<file path="config.mk">
export PLATFORM = sky130hd
export DESIGN_NAME = cc_unit_flat
export DESIGN_NICKNAME = d
export VERILOG_FILES = /design/src/rtl/y86_pkg.sv /design/src/rtl/cc_unit_if.sv /design/src/rtl/cc_unit_cond_eval.sv /design/src/rtl/cc_unit.sv /design/src/flat_wrapper.sv
export SDC_FILE = /design/constraint.sdc
export NUM_CORES = 1
export LEC_CHECK = 0
export CORE_MARGIN = 10
export CORE_UTILIZATION = 23
export CTS_CLUSTER_DIAMETER = 80
export CTS_CLUSTER_SIZE = 16
export DETAILED_ROUTE_END_ITERATION = 16
export GPL_TIMING_DRIVEN = 0
export PLACE_DENSITY = 0.79
export SLEW_MARGIN = 20
export SYNTH_ARGS = -nofsm -noshare
export SYNTH_HDL_FRONTEND = slang
export SYNTH_SLANG_ARGS = --single-unit
</file>
<file path="constraint.sdc">
create_clock -name clk -period 1.7 [get_ports clk]
set_input_delay 0.34 -clock clk [delete_from_list [all_inputs] [get_ports clk]]
set_output_delay 0.34 -clock clk [all_outputs]
set_load 0.02 [all_outputs]
</file>
<file path="src/rtl/y86_pkg.sv">
// Shared Y86-64 constants: ALU op codes, condition codes, CC bit layout.
// Imported by the execute-stage condition-code logic and by fetch/branch.
package y86_pkg;

  localparam logic [1:0] ALU_ADD = 2'b00;
  localparam logic [1:0] ALU_SUB = 2'b01;
  localparam logic [1:0] ALU_AND = 2'b10;
  localparam logic [1:0] ALU_XOR = 2'b11;

  localparam logic [3:0] C_ALWAYS = 4'd0;
  localparam logic [3:0] C_LE     = 4'd1;
  localparam logic [3:0] C_L      = 4'd2;
  localparam logic [3:0] C_E      = 4'd3;
  localparam logic [3:0] C_NE     = 4'd4;
  localparam logic [3:0] C_GE     = 4'd5;
  localparam logic [3:0] C_G      = 4'd6;

  localparam int CC_ZF = 2;
  localparam int CC_SF = 1;
  localparam int CC_OF = 0;

  localparam logic [2:0] CC_RESET_DEF = 3'b100;

endpackage

</file>
<file path="src/rtl/cc_unit_if.sv">
// ALU-result and condition-query handshakes between execute and cc_unit.
// master = execute/fetch side, slave = cc_unit.
interface cc_unit_if #(
  parameter int WIDTH = 64
);

  logic             alu_valid;
  logic             alu_ready;
  logic [WIDTH-1:0] alu_ans;
  logic             alu_overflow;
  logic [1:0]       alu_control;
  logic             set_cc;

  logic             cond_valid;
  logic             cond_ready;
  logic [3:0]       cond_ifun;
  logic             cond_out;
  logic             cond_out_valid;
  logic             cond_err;

  modport master (
    output alu_valid, alu_ans, alu_overflow,
    output alu_control, set_cc,
    output cond_valid, cond_ifun,
    input  alu_ready, cond_ready,
    input  cond_out, cond_out_valid, cond_err
  );

  modport slave (
    input  alu_valid, alu_ans, alu_overflow,
    input  alu_control, set_cc,
    input  cond_valid, cond_ifun,
    output alu_ready, cond_ready,
    output cond_out, cond_out_valid, cond_err
  );

endinterface

</file>
<file path="src/rtl/cc_unit_cond_eval.sv">
// Combinational Y86 condition evaluation: {ZF,SF,OF} + ifun -> cond/err.
// Shared with the fetch/branch logic.
module cond_eval
  import y86_pkg::*;
(
  input  logic [2:0] cc,
  input  logic [3:0] ifun,
  output logic       cond,
  output logic       err
);

  logic zf;
  logic sf;
  logic of_;
  logic lt;

  assign zf  = cc[CC_ZF];
  assign sf  = cc[CC_SF];
  assign of_ = cc[CC_OF];
  assign lt  = sf ^ of_;

  always_comb begin
    cond = 1'b0;
    err  = 1'b0;
    case (ifun)
      C_ALWAYS: cond = 1'b1;
      C_LE:     cond = lt | zf;
      C_L:      cond = lt;
      C_E:      cond = zf;
      C_NE:     cond = !zf;
      C_GE:     cond = !lt;
      C_G:      cond = !lt & !zf;
      default:  err  = 1'b1;
    endcase
  end

endmodule

</file>
<file path="src/rtl/cc_unit.sv">
// Y86-64 condition-code unit: pending flag stage, CC commit, cond queries.
// Build option CC_FORWARD_EN lets queries bypass a pending CC update.
module cc_unit
  import y86_pkg::*;
#(
  parameter int         WIDTH    = 64,
  parameter logic [2:0] CC_RESET = CC_RESET_DEF
) (
  input  logic       clk,
  input  logic       rst_n,
  cc_unit_if.slave   bus,
  input  logic       stall,
  input  logic       suppress_cc,
  output logic [2:0] cc_out
);

  logic [2:0] cc;
  logic [2:0] pend;
  logic       pend_valid;
  logic [2:0] flags;
  logic       capture;
  logic       commit;
  logic       q_fire;
  logic [2:0] eval_cc;
  logic       eval_cond;
  logic       eval_err;

  assign flags[CC_ZF] = (bus.alu_ans == '0);
  assign flags[CC_SF] = bus.alu_ans[WIDTH-1];
  // Logical ops never overflow; only add/sub pass the ALU flag through.
  assign flags[CC_OF] = bus.alu_overflow & !bus.alu_control[1];

  assign bus.alu_ready = rst_n & !(pend_valid & stall);
  assign capture = bus.alu_valid & bus.alu_ready & bus.set_cc;
  assign commit  = pend_valid & !stall;

`ifdef CC_FORWARD_EN
  assign bus.cond_ready = rst_n & !stall;
  assign eval_cc = (pend_valid & !suppress_cc) ? pend : cc;
`else
  assign bus.cond_ready = rst_n & !stall &
    (!pend_valid | (bus.cond_ifun == C_ALWAYS));
  assign eval_cc = cc;
`endif

  assign q_fire = bus.cond_valid & bus.cond_ready;

  cond_eval u_eval (
    .cc   (eval_cc),
    .ifun (bus.cond_ifun),
    .cond (eval_cond),
    .err  (eval_err)
  );

  always_ff @(posedge clk) begin
    if (!rst_n) begin
      cc         <= CC_RESET;
      pend       <= '0;
      pend_valid <= 1'b0;
    end else begin
      if (commit & !suppress_cc)
        cc <= pend;
      if (capture) begin
        pend       <= flags;
        pend_valid <= 1'b1;
      end else if (commit) begin
        pend_valid <= 1'b0;
      end
    end
  end

  always_ff @(posedge clk) begin
    if (!rst_n) begin
      bus.cond_out       <= 1'b0;
      bus.cond_out_valid <= 1'b0;
      bus.cond_err       <= 1'b0;
    end else if (!stall) begin
      bus.cond_out       <= q_fire & eval_cond;
      bus.cond_out_valid <= q_fire;
      bus.cond_err       <= q_fire & eval_err;
    end
  end

  assign cc_out = cc;

endmodule

</file>
<file path="src/flat_wrapper.sv">
// flat-port wrapper written by rule: the top's interface ports become plain ports
module cc_unit_flat import y86_pkg::*;
#(
  parameter int         WIDTH    = 64,
  parameter logic [2:0] CC_RESET = CC_RESET_DEF
)
  (clk, rst_n, stall, suppress_cc, cc_out, bus_alu_valid, bus_alu_ans, bus_alu_overflow, bus_alu_control, bus_set_cc, bus_cond_valid, bus_cond_ifun, bus_alu_ready, bus_cond_ready, bus_cond_out, bus_cond_out_valid, bus_cond_err);
  cc_unit_if #(.WIDTH(WIDTH)) bus_i ();
  input  logic clk;
  input  logic rst_n;
  input  logic stall;
  input  logic suppress_cc;
  output logic [2:0] cc_out;
  input wire logic [$bits(bus_i.alu_valid)-1:0] bus_alu_valid;
  input wire logic [$bits(bus_i.alu_ans)-1:0] bus_alu_ans;
  input wire logic [$bits(bus_i.alu_overflow)-1:0] bus_alu_overflow;
  input wire logic [$bits(bus_i.alu_control)-1:0] bus_alu_control;
  input wire logic [$bits(bus_i.set_cc)-1:0] bus_set_cc;
  input wire logic [$bits(bus_i.cond_valid)-1:0] bus_cond_valid;
  input wire logic [$bits(bus_i.cond_ifun)-1:0] bus_cond_ifun;
  output wire logic [$bits(bus_i.alu_ready)-1:0] bus_alu_ready;
  output wire logic [$bits(bus_i.cond_ready)-1:0] bus_cond_ready;
  output wire logic [$bits(bus_i.cond_out)-1:0] bus_cond_out;
  output wire logic [$bits(bus_i.cond_out_valid)-1:0] bus_cond_out_valid;
  output wire logic [$bits(bus_i.cond_err)-1:0] bus_cond_err;
  assign bus_i.alu_valid = bus_alu_valid;
  assign bus_i.alu_ans = bus_alu_ans;
  assign bus_i.alu_overflow = bus_alu_overflow;
  assign bus_i.alu_control = bus_alu_control;
  assign bus_i.set_cc = bus_set_cc;
  assign bus_i.cond_valid = bus_cond_valid;
  assign bus_i.cond_ifun = bus_cond_ifun;
  assign bus_alu_ready = bus_i.alu_ready;
  assign bus_cond_ready = bus_i.cond_ready;
  assign bus_cond_out = bus_i.cond_out;
  assign bus_cond_out_valid = bus_i.cond_out_valid;
  assign bus_cond_err = bus_i.cond_err;
  cc_unit #(.WIDTH(WIDTH), .CC_RESET(CC_RESET)) u_core (.clk(clk), .rst_n(rst_n), .bus(bus_i), .stall(stall), .suppress_cc(suppress_cc), .cc_out(cc_out));
endmodule
</file>
==> qor.yml <==
flow_run:
  max_cap_viol_count: 0
drt:
  wl_um: 3470
  drt_iter0_drc: 28
  via_per_inst: 4.94
  vias: 938
  postRouteAntennaNets: 0
  firstDrtPassIters: 4
  wire_per_inst_um: 18.3
  drc: 0
yosys:
  synth_cells: 69
  synth_edf_count: 0
  synth_ff_type: "dfxtp_1"
  synth.cell_area_um2: 589
  yosysUniqueCellTypes: 25
  async_flop_share_pct: 0
  synth_warnings: 0
  syn_area_per_cell_um2: 8.54
  ys_ff_latch: 10
  ys_seq_area_share_pct: 34.0
  mappedNetlistNets: 147
critical_path:
  critPathSlowestCell: "clkdlybuf4s50_1"
  arrival_ns: 1.27
  critPathTopFamily: "buffers and inverters"
  cp.required_ns: 1.36
  setup.worst_path.class: "reg2out"
  cp-start-kind: "register"
  crit_path_cell_trace: "clkdlybuf4s50_1"
  end_kind: "output port"
  cpPeakStageDelay_ns: 0.63
  path_buf_inv: 1
  crit_fanout: 5
clocking:
  cts.sinks: 10
  cts_buffers: 3
  ctsHoldBuffers: 0
  clk_pin_slew_ns: 0.06
  h-tree-depth: 1
  clock_path_buffers: 2
  clockRootBuffer: "clkbuf_4"
  cts_tree: "built"
  clk_latency_ns: 0.25
floorplanning:
  io_pins: 86
  dieHeight_um: 70.6
  fp.dieArea_um2: 4990
  core_um2: 2450
  initial_core_util_pct: 24.0
  chipWidth_um: 70.6
  fp-row-count: 18
placement:
  gp_congestion: 0.773
  io_buffers: 84
  dp.cells: 183
  dp_hpwl_um: 3020
timing:
  drv_slew: 0
  max_freq_mhz: 620
  min_period_ns: 1.61
  worst_pin_slew_ns: 0.599
  setup_tns_ns: 0
  finalCritPeriodShare_pct: 94.9
  finalClockSkew_ns: 0.00104
  finalHoldViolCount: 0
  slew_headroom_pct: 60.0
  setup_violations: 0
finish:
  n_antenna_cell: 0
  drive_gt1_share_pct: 16.3
  final_common_cell: "clkdlybuf4s50_1"
  layout_common_cells: "clkdlybuf4s50_1, dfxtp_1, nor4_1"
  synthToLayoutAreaGrowth_pct: 167
  multi_input_area_um2: 454
  nets: 240
  fin_cells: 190
  seqCellArea_um2: 200
  fillers: 208
power:
  powerDensity_nw_per_um2: 418
  leakage_nw: 0.554
  finalPower_mw: 0.658
  ir_worst_vdd_mv: 0.237
global_route:
  first_global_vias: 1131
  grt_use_total_pct: 12.6
  grt_max_degree: 9
  antenna_found_initial: 0
  grt_pass1_wl_um: 5380
  grt-ovfl-total: 0
run_status:
  status: "finished clean"
hold_path:
  min_path_type: "reg2reg"
-- worst register-to-register path, cell delays in order (launching register included) --
cell and delay [ns]:
dfxtp_1 0.38, xor2_1 0.28, mux2_1 0.37, a2111oi_2 0.36, a32o_1 0.16
-- final timing paths --
path | startpoint | to | depth (start not counted) | slack [ns]
max | u_core.cc_out[2] | cc_out[2] | 1 | 0.09
min | u_core.pend[2] | u_core.pend[2] | 2 | 0.46
max reg2reg | u_core.cc_out[0] | u_core.bus.cond_out | 4 | 0.11
min reg2reg | u_core.pend[2] | u_core.pend[2] | 2 | 0.46
-- registers in the layout, summed over array words and instances, names as in the netlist --
name                       count
u_core.bus.cond_err            1
u_core.bus.cond_out            1
u_core.bus.cond_out_valid      1
u_core.cc_out                  3
u_core.pend                    3
u_core.pend_valid              1
-- cell type report --
class                   count  share of cell area (%)
inverters                   2                   0.477
flip-flops and latches     10                    12.7
multi-input cells          57                    28.8
well taps                  30                    2.38
repair buffers             88                    54.2
clock buffers               3                    1.43
-- report_power, final --
part           internal, mW  leakage, nW  switching [mW]
clock network        0.0812       0.0138          0.0702
registers             0.241       0.0812         0.00540
logic                 0.186        0.459          0.0745
total                 0.508        0.554           0.150
-- cell families (layout without fill, tap and decap cells) --
logic type                after synthesis  count (layout)  share of synthesized area [%]
xor gates and xnor gates                1               1                           1.49
buffers and inverters                   2              93                           1.27
and+or+nand+nor                        38              38                           37.6
AOI/OAI and AO/OA                      12              12                           15.3
DFF                                    10              10                           34.0
muxes                                   6               6                           10.4
-- cells in the mapped netlist (all sizes together), types with 2 or more instances --
cell | n | area, µm²
mux2i | 5 | 50.1
nand2 | 4 | 15.0
inv | 2 | 7.51
nand3 | 2 | 10.0
nor3b | 3 | 22.5
nor4 | 16 | 100
o21ai | 2 | 10.0
a21oi | 2 | 10.0
dfxtp | 10 | 200
nand4 | 4 | 25.0
nor2 | 5 | 18.8
-- through the flow --
stage | hold slack [ns] | util [%] | worst slack, ns | cell area, µm²
finish | 0.459 | 64.2 | 0.0868 | 1580
floorplan | 0.402 | - | 0.0744 | 589
CTS | 0.467 | 62.0 | 0.0120 | 1520
global placement | 0.439 | 59.8 | -0.851 | 1470
detailed placement | 0.457 | 59.8 | -0.842 | 1470
global route | 0.492 | 64.2 | -0.00365 | 1580
-- routing by layer --
metal	global-route usage [%]	share of wire, %
met5	0	0
met4	3.23	0.40
met3	10.0	19
met2	23.2	50
met1	10.3	31
-- timing repair --
item / in CTS / in global routing
resized for setup: 22 / 15
endpoints found under the hold margin: 0 / 0
setup endpoints to repair: 3 / 3
buffers inserted: 3 / 1
pin swaps: 1 / 10
No activity file was read; power rests on OpenSTA's default activity.
